===== config.mk =====
export PLATFORM = sky130hd
export DESIGN_NAME = timer_irq_ctrl
export DESIGN_NICKNAME = d
export VERILOG_FILES = /design/src/rtl/timer_irq_ctrl.sv
export SDC_FILE = /design/constraint.sdc
export NUM_CORES = 1
export LEC_CHECK = 0
export CAP_MARGIN = 20
export CORE_MARGIN = 8
export CORE_UTILIZATION = 56
export CTS_CLUSTER_SIZE = 25
export DETAILED_ROUTE_END_ITERATION = 6
export GPL_TIMING_DRIVEN = 0
export PLACE_DENSITY = 0.88
export SLEW_MARGIN = 0
export SYNTH_ARGS = -nofsm -noshare
export SYNTH_HDL_FRONTEND = slang
export SYNTH_SLANG_ARGS = --single-unit

===== constraint.sdc =====
create_clock -name tirq_clk -period 8.23 [get_ports tirq_clk]
set_input_delay 1.2345 -clock tirq_clk [delete_from_list [all_inputs] [get_ports tirq_clk]]
set_output_delay 1.2345 -clock tirq_clk [all_outputs]
set_load 0.01 [all_outputs]

===== src/rtl/timer_irq_ctrl.sv =====
// timer_irq_ctrl: compare/interrupt sequencer for the free-running system timer.
// Raises a level interrupt when the timer count reaches a programmed compare
// point, in one-shot or periodic mode, using a wrap-safe compare.
// Optional build macro: TIRQ_OVERRUN_CNT_EN adds a saturating overrun counter
// at register index 4. When it is undefined, index 4 behaves as an unmapped address.
module timer_irq_ctrl #(
  parameter logic [31:0] RESET_PERIOD = 32'd0,
  parameter int          OVF_W        = 8
) (
  input  logic        tirq_clk,
  input  logic        tirq_rst,
  input  logic [31:0] tirq_addr,
  input  logic        tirq_wen,
  input  logic [31:0] tirq_raw_wdata,
  output logic [31:0] tirq_rdata,
  input  logic [31:0] timer_value,
  output logic        tirq_irq
);

  typedef enum logic [1:0] {
    ST_IDLE  = 2'b00,
    ST_ARMED = 2'b01,
    ST_FIRED = 2'b10
  } state_e;

  localparam logic [2:0] IDX_CTRL   = 3'd0;
  localparam logic [2:0] IDX_CMP    = 3'd1;
  localparam logic [2:0] IDX_PERIOD = 3'd2;
  localparam logic [2:0] IDX_STATUS = 3'd3;
  localparam logic [2:0] IDX_OVRN   = 3'd4;

  state_e      state_q, state_d;
  logic [2:0]  ctrl_q, ctrl_d;      // {IRQ_EN, PERIODIC, EN}
  logic [31:0] cmp_q, cmp_d;
  logic [31:0] period_q, period_d;
  logic        pending_q, pending_d;

  logic [2:0]  idx;
  logic        wr_ctrl, wr_cmp, wr_period, wr_status;
  logic        disable_wr;
  logic signed [31:0] diff;
  logic        match, fire, reload;

  // Only bits [4:2] decode a register; the rest are don't-care.
  logic        unused_addr;
  assign unused_addr = ^{tirq_addr[31:5], tirq_addr[1:0]};

  assign idx        = tirq_addr[4:2];
  assign wr_ctrl    = tirq_wen && (idx == IDX_CTRL);
  assign wr_cmp     = tirq_wen && (idx == IDX_CMP);
  assign wr_period  = tirq_wen && (idx == IDX_PERIOD);
  assign wr_status  = tirq_wen && (idx == IDX_STATUS);
  assign disable_wr = wr_ctrl && !tirq_raw_wdata[0];

  // Modular difference read as signed: non-negative means the count is at or
  // past the compare point, as long as that point was less than 2^31 ahead.
  assign diff  = signed'(timer_value - cmp_q);
  assign match = (diff >= 0);
  assign fire  = (state_q == ST_ARMED) && match;
  // A reload happens only while staying armed; disabling on the match edge
  // suppresses it.
  assign reload = fire && ctrl_q[1] && (period_q != 32'd0) && !disable_wr;

  // State register.
  always_ff @(posedge tirq_clk) begin
    if (tirq_rst) state_q <= ST_IDLE;
    else          state_q <= state_d;
  end

  // Next-state logic; disabling through CTRL overrides every other transition.
  always_comb begin
    state_d = state_q;
    if (disable_wr) begin
      state_d = ST_IDLE;
    end else begin
      case (state_q)
        ST_IDLE:  if (ctrl_q[0]) state_d = ST_ARMED;
        ST_ARMED: if (match && !reload) state_d = ST_FIRED;
        ST_FIRED: if (wr_cmp && ctrl_q[0]) state_d = ST_ARMED;
        default:  state_d = ST_IDLE;
      endcase
    end
  end

  // Register next values; a software CMP write beats the reload, and a
  // match beats a same-cycle PENDING clear.
  always_comb begin
    ctrl_d    = wr_ctrl   ? tirq_raw_wdata[2:0] : ctrl_q;
    period_d  = wr_period ? tirq_raw_wdata      : period_q;
    cmp_d     = cmp_q;
    if (wr_cmp)      cmp_d = tirq_raw_wdata;
    else if (reload) cmp_d = cmp_q + period_q;
    pending_d = pending_q;
    if (fire)                               pending_d = 1'b1;
    else if (wr_status && tirq_raw_wdata[0]) pending_d = 1'b0;
  end

  // Register file update.
  always_ff @(posedge tirq_clk) begin
    if (tirq_rst) begin
      ctrl_q    <= 3'b000;
      cmp_q     <= 32'd0;
      period_q  <= RESET_PERIOD;
      pending_q <= 1'b0;
    end else begin
      ctrl_q    <= ctrl_d;
      cmp_q     <= cmp_d;
      period_q  <= period_d;
      pending_q <= pending_d;
    end
  end

  assign tirq_irq = pending_q & ctrl_q[2];

`ifdef TIRQ_OVERRUN_CNT_EN
  logic [OVF_W-1:0] ovf_q, ovf_d;
  logic             wr_ovf;

  function automatic logic [OVF_W-1:0] sat_inc(input logic [OVF_W-1:0] v);
    return (&v) ? v : v + 1'b1;
  endfunction

  assign wr_ovf = tirq_wen && (idx == IDX_OVRN);

  // Count matches that land while an interrupt is still unserviced.
  always_comb begin
    ovf_d = ovf_q;
    if (wr_ovf)                 ovf_d = '0;
    else if (fire && pending_q) ovf_d = sat_inc(ovf_q);
  end

  // Overrun counter register.
  always_ff @(posedge tirq_clk) begin
    if (tirq_rst) ovf_q <= '0;
    else          ovf_q <= ovf_d;
  end
`else
  logic [OVF_W-1:0] unused_ovf_w;
  assign unused_ovf_w = '0;
`endif

  // Combinational read mux.
  always_comb begin
    tirq_rdata = 32'hffff_ffff;
    case (idx)
      IDX_CTRL:   tirq_rdata = {29'b0, ctrl_q};
      IDX_CMP:    tirq_rdata = cmp_q;
      IDX_PERIOD: tirq_rdata = period_q;
      IDX_STATUS: tirq_rdata = {29'b0, state_q, pending_q};
`ifdef TIRQ_OVERRUN_CNT_EN
      IDX_OVRN:   tirq_rdata = 32'(ovf_q);
`endif
      default:    tirq_rdata = 32'hffff_ffff;
    endcase
  end

endmodule


==> reports/metrics.cfg <==
[pwr]
p_leak_nw = 2.89
clkPwrFrac_pct = 32.2
power_mw = 0.811
ir_drop_mv = 0.0808
p_comb_share_pct = 23.2
seqPwrFrac_pct = 44.6
swShare_pct = 30.4
p_switching_mw = 0.247
p_int_mw = 0.564
pwr_density_cell_mw_per_mm2 = 115

[worst_setup_path]
endpoint = tirq_rdata[16]
rrSetupSlack_ps = 4100
r2r_cells = 13
r2r-end = cmp_q[4]
worstPathRequired_ps = 7000
worstPathMaxFanout = 10
cp.arrival_ps = 4190
critPathLaunch = tirq_addr[2]
critPathLaunchType = input port
crit_type = input port to output port
worstSetupEndpointType = output port
r2r-start = cmp_q[16]

[clock_tree]
cts.repair.resized = 0
h-tree-depth = 3
cts_hold_buf = 0
clock_latency_ps = 360
path_clk_slew_ps = 80
cts.path.max_buffers = 2
cts_setup_buffers = 0
cts_tree = done
cts_buffers = 9
clockRootBuffer = clkbuf_8
clock-sinks = 70

[die]
coreArea_sq_mm = 0.0101
die_h_microns = 117
pin_count = 132
rows = 37
start_util_pct = 56.6
die-width_microns = 117
die_area_sq_mm = 0.0137

[cells_and_area]
num-fill-cells = 839
finalNonFillerCells = 975
multi_input_area_sq_mm = 0.00399
area_delta_synth_final_pct = 23.1
utilization_pct = 69.7
seqCellArea_sq_mm = 0.00140
nNetsFinal = 997
layout-drive-gt1-share_pct = 4.05
num_antenna_cells = 0

[route]
vias = 6271
wl_microns = 20500
drt-initial-drc-count = 640
viasPerCell = 6.43
first_pass_iters = 5
ant_nets = 0
drc = 0
post_drt_wl_per_cell_microns = 21.0

[sta]
worst_pin_slew_ps = 818
final-max-slew-violation-count = 0
setup_tns_ps = 0
fin_crit_ps = 5420
finalClockSkew_ps = 8.20
final_hold_viol_count = 0
worst_slack_ps = 2810
fin_crit_sh_pct = 65.9
finalSetupViolCount = 0
rsz0062_at_grt = false
fmax_mhz = 184
relSlewSlack_pct = 45.5

[run]
drv_cap = 0

[synthesis]
synthArstFlopShare_pct = 0
synthDistinctLibCells = 66
synthFlopType = dfxtp_1
yosysWarnings = 0
yosys_register_bits = 70
avgSynthCellArea_sq_um = 7.92
syn_inst = 725
seq_area_frac_synth_pct = 24.4
synth_area_sq_mm = 0.00574
synth-edff-count = 0
synthesis.nets = 887

[global_routing]
grt_pass1_wl_microns = 31000
grt_max_degree = 11
grt_pass1_vias = 5973
antenna_found_initial = 0
grt-ovfl-total = 0
grt_usage_pct = 29.5

[placement]
gp_congestion = 1.01
pre_cts_ws_ps = 2850
io_buffers = 99
post-place-cells = 960
dp_hpwl_microns = 15300

[worst_hold_path]
min_path_type = flip-flop to flip-flop

[status]
status = completed

how the worst min path moves through the flow:
stage,start,endpoint,slack [ps],cells past startpoint
3_3_place_gp,ctrl_q[2],ctrl_q[2],460,2
4_1_cts,ctrl_q[2],ctrl_q[2],490,2
6_report,ctrl_q[2],ctrl_q[2],490,2
3_5_place_dp,ctrl_q[2],ctrl_q[2],470,2
2_1_floorplan,ctrl_q[2],ctrl_q[2],440,2
5_1_grt,ctrl_q[2],ctrl_q[2],520,2
critical path: stages:
cell and delay, ps:
clkdlybuf4s50_1 640, nor2b_1 270, clkbuf_1 610, clkbuf_1 560, a221o_1 310, clkdlybuf4s50_1 560
layout make-up:
type                            count  area share, %
Buffer                             41           2.69
Tap cell                          136           2.41
Sequential cell                    70           19.8
Clock buffer                       14           2.30
Inverter                           42           2.23
Multi-Input combinational cell    572           56.5
Clock inverter                      1         0.0708
Timing Repair Buffer               99           14.0
power by group through the flow:
stage / sequential [mW] / clock, mW / combinational (mW)
floorplan: 0.364 / 0 / 0.0972
global placement: 0.368 / 0 / 0.178
detailed placement: 0.369 / 0 / 0.183
CTS: 0.361 / 0.259 / 0.185
global route: 0.362 / 0.272 / 0.202
finish: 0.361 / 0.261 / 0.189
logic make-up after synthesis:
family                     after synthesis  share of synthesized area (%)
and+or+nand+nor                        230                           18.9
AOI/OAI and AO/OA                      228                           27.7
buffers and inverters                   83                           6.06
DFF                                     70                           24.4
adders and majority gates               63                           13.9
xor gates and xnor gates                26                           3.97
muxes                                   25                           5.01
routing by layer:
layer / part of all wire, % / vias up / GRT usage (%) / wire [microns]
li1: - / 2885 / - / -
met2: 45 / 414 / 46.8 / 9130
met4: 3.1 / 0 / 14.4 / 638
met3: 11 / 62 / 4.57 / 2270
met5: 0 / - / 0 / 0
met1: 41 / 2910 / 38.2 / 8450
state kept, by name (all words and copies together), names as in the netlist:
name       count
cmp_q         32
period_q      32
ctrl_q         3
state_q        2
pending_q      1
synth_stat cells, types with 3 or more instances:
| cell | count | area share [%] |
|---|---|---|
| a21oi_1 | 79 | 6.9 |
| dfxtp_1 | 70 | 24 |
| buf_6 | 4 | 0.78 |
| nor3_1 | 10 | 0.87 |
| and4_1 | 3 | 0.46 |
| o21ai_0 | 23 | 2.0 |
| nand2b_1 | 8 | 0.87 |
| o221ai_1 | 4 | 0.61 |
| xor2_1 | 11 | 1.7 |
| o21a_1 | 9 | 1.2 |
| ha_1 | 62 | 14 |
| o21bai_1 | 4 | 0.52 |
| nand2_1 | 93 | 6.1 |
| nor4_1 | 9 | 0.98 |
| a21o_1 | 17 | 2.2 |
| clkbuf_1 | 34 | 2.2 |
| and3_1 | 3 | 0.33 |
| a221o_1 | 30 | 5.2 |
| and2_1 | 5 | 0.54 |
| mux2i_1 | 22 | 3.8 |
| a311oi_1 | 5 | 0.76 |
| xnor2_1 | 15 | 2.3 |
| inv_1 | 42 | 2.7 |
| or2_2 | 4 | 0.44 |
| nor2_1 | 54 | 3.5 |
| nand4_1 | 10 | 1.1 |
| nor2b_1 | 6 | 0.65 |
| a211oi_1 | 28 | 3.7 |
| mux4_2 | 3 | 1.2 |
| nand3_1 | 9 | 0.78 |
placed cells by master (no fill, tap or decap), types with 3 or more instances in the layout:
cell type,netlist,final
o21a_1,9,9
buf_6,4,4
nand2b_1,8,8
nand4_1,10,10
or2_2,4,4
and4_1,3,3
dfxtp_1,70,70
a211oi_1,28,28
o221ai_1,4,4
a221o_1,30,30
and2_1,5,5
nand2_1,93,93
clkbuf_1,34,37
clkbuf_8,0,11
a21o_1,17,17
inv_1,42,42
mux4_2,3,3
nor2b_1,6,6
xnor2_1,15,15
ha_1,62,62
o21bai_1,4,4
mux2i_1,22,22
nor4_1,9,9
o21ai_0,23,23
nor2_1,54,54
nor3_1,10,10
and3_1,3,3
clkdlybuf4s50_1,0,99
a311oi_1,5,5
a21oi_1,79,79
nand3_1,9,9
xor2_1,11,11
per-stage QoR:
step	instance area [sq um]	hold slack [ps]
floorplan	5740	442
global placement	6900	461
detailed placement	6900	475
CTS	7070	489
global route	7070	521
finish	7070	493
Power figures use the tool's default switching activity.
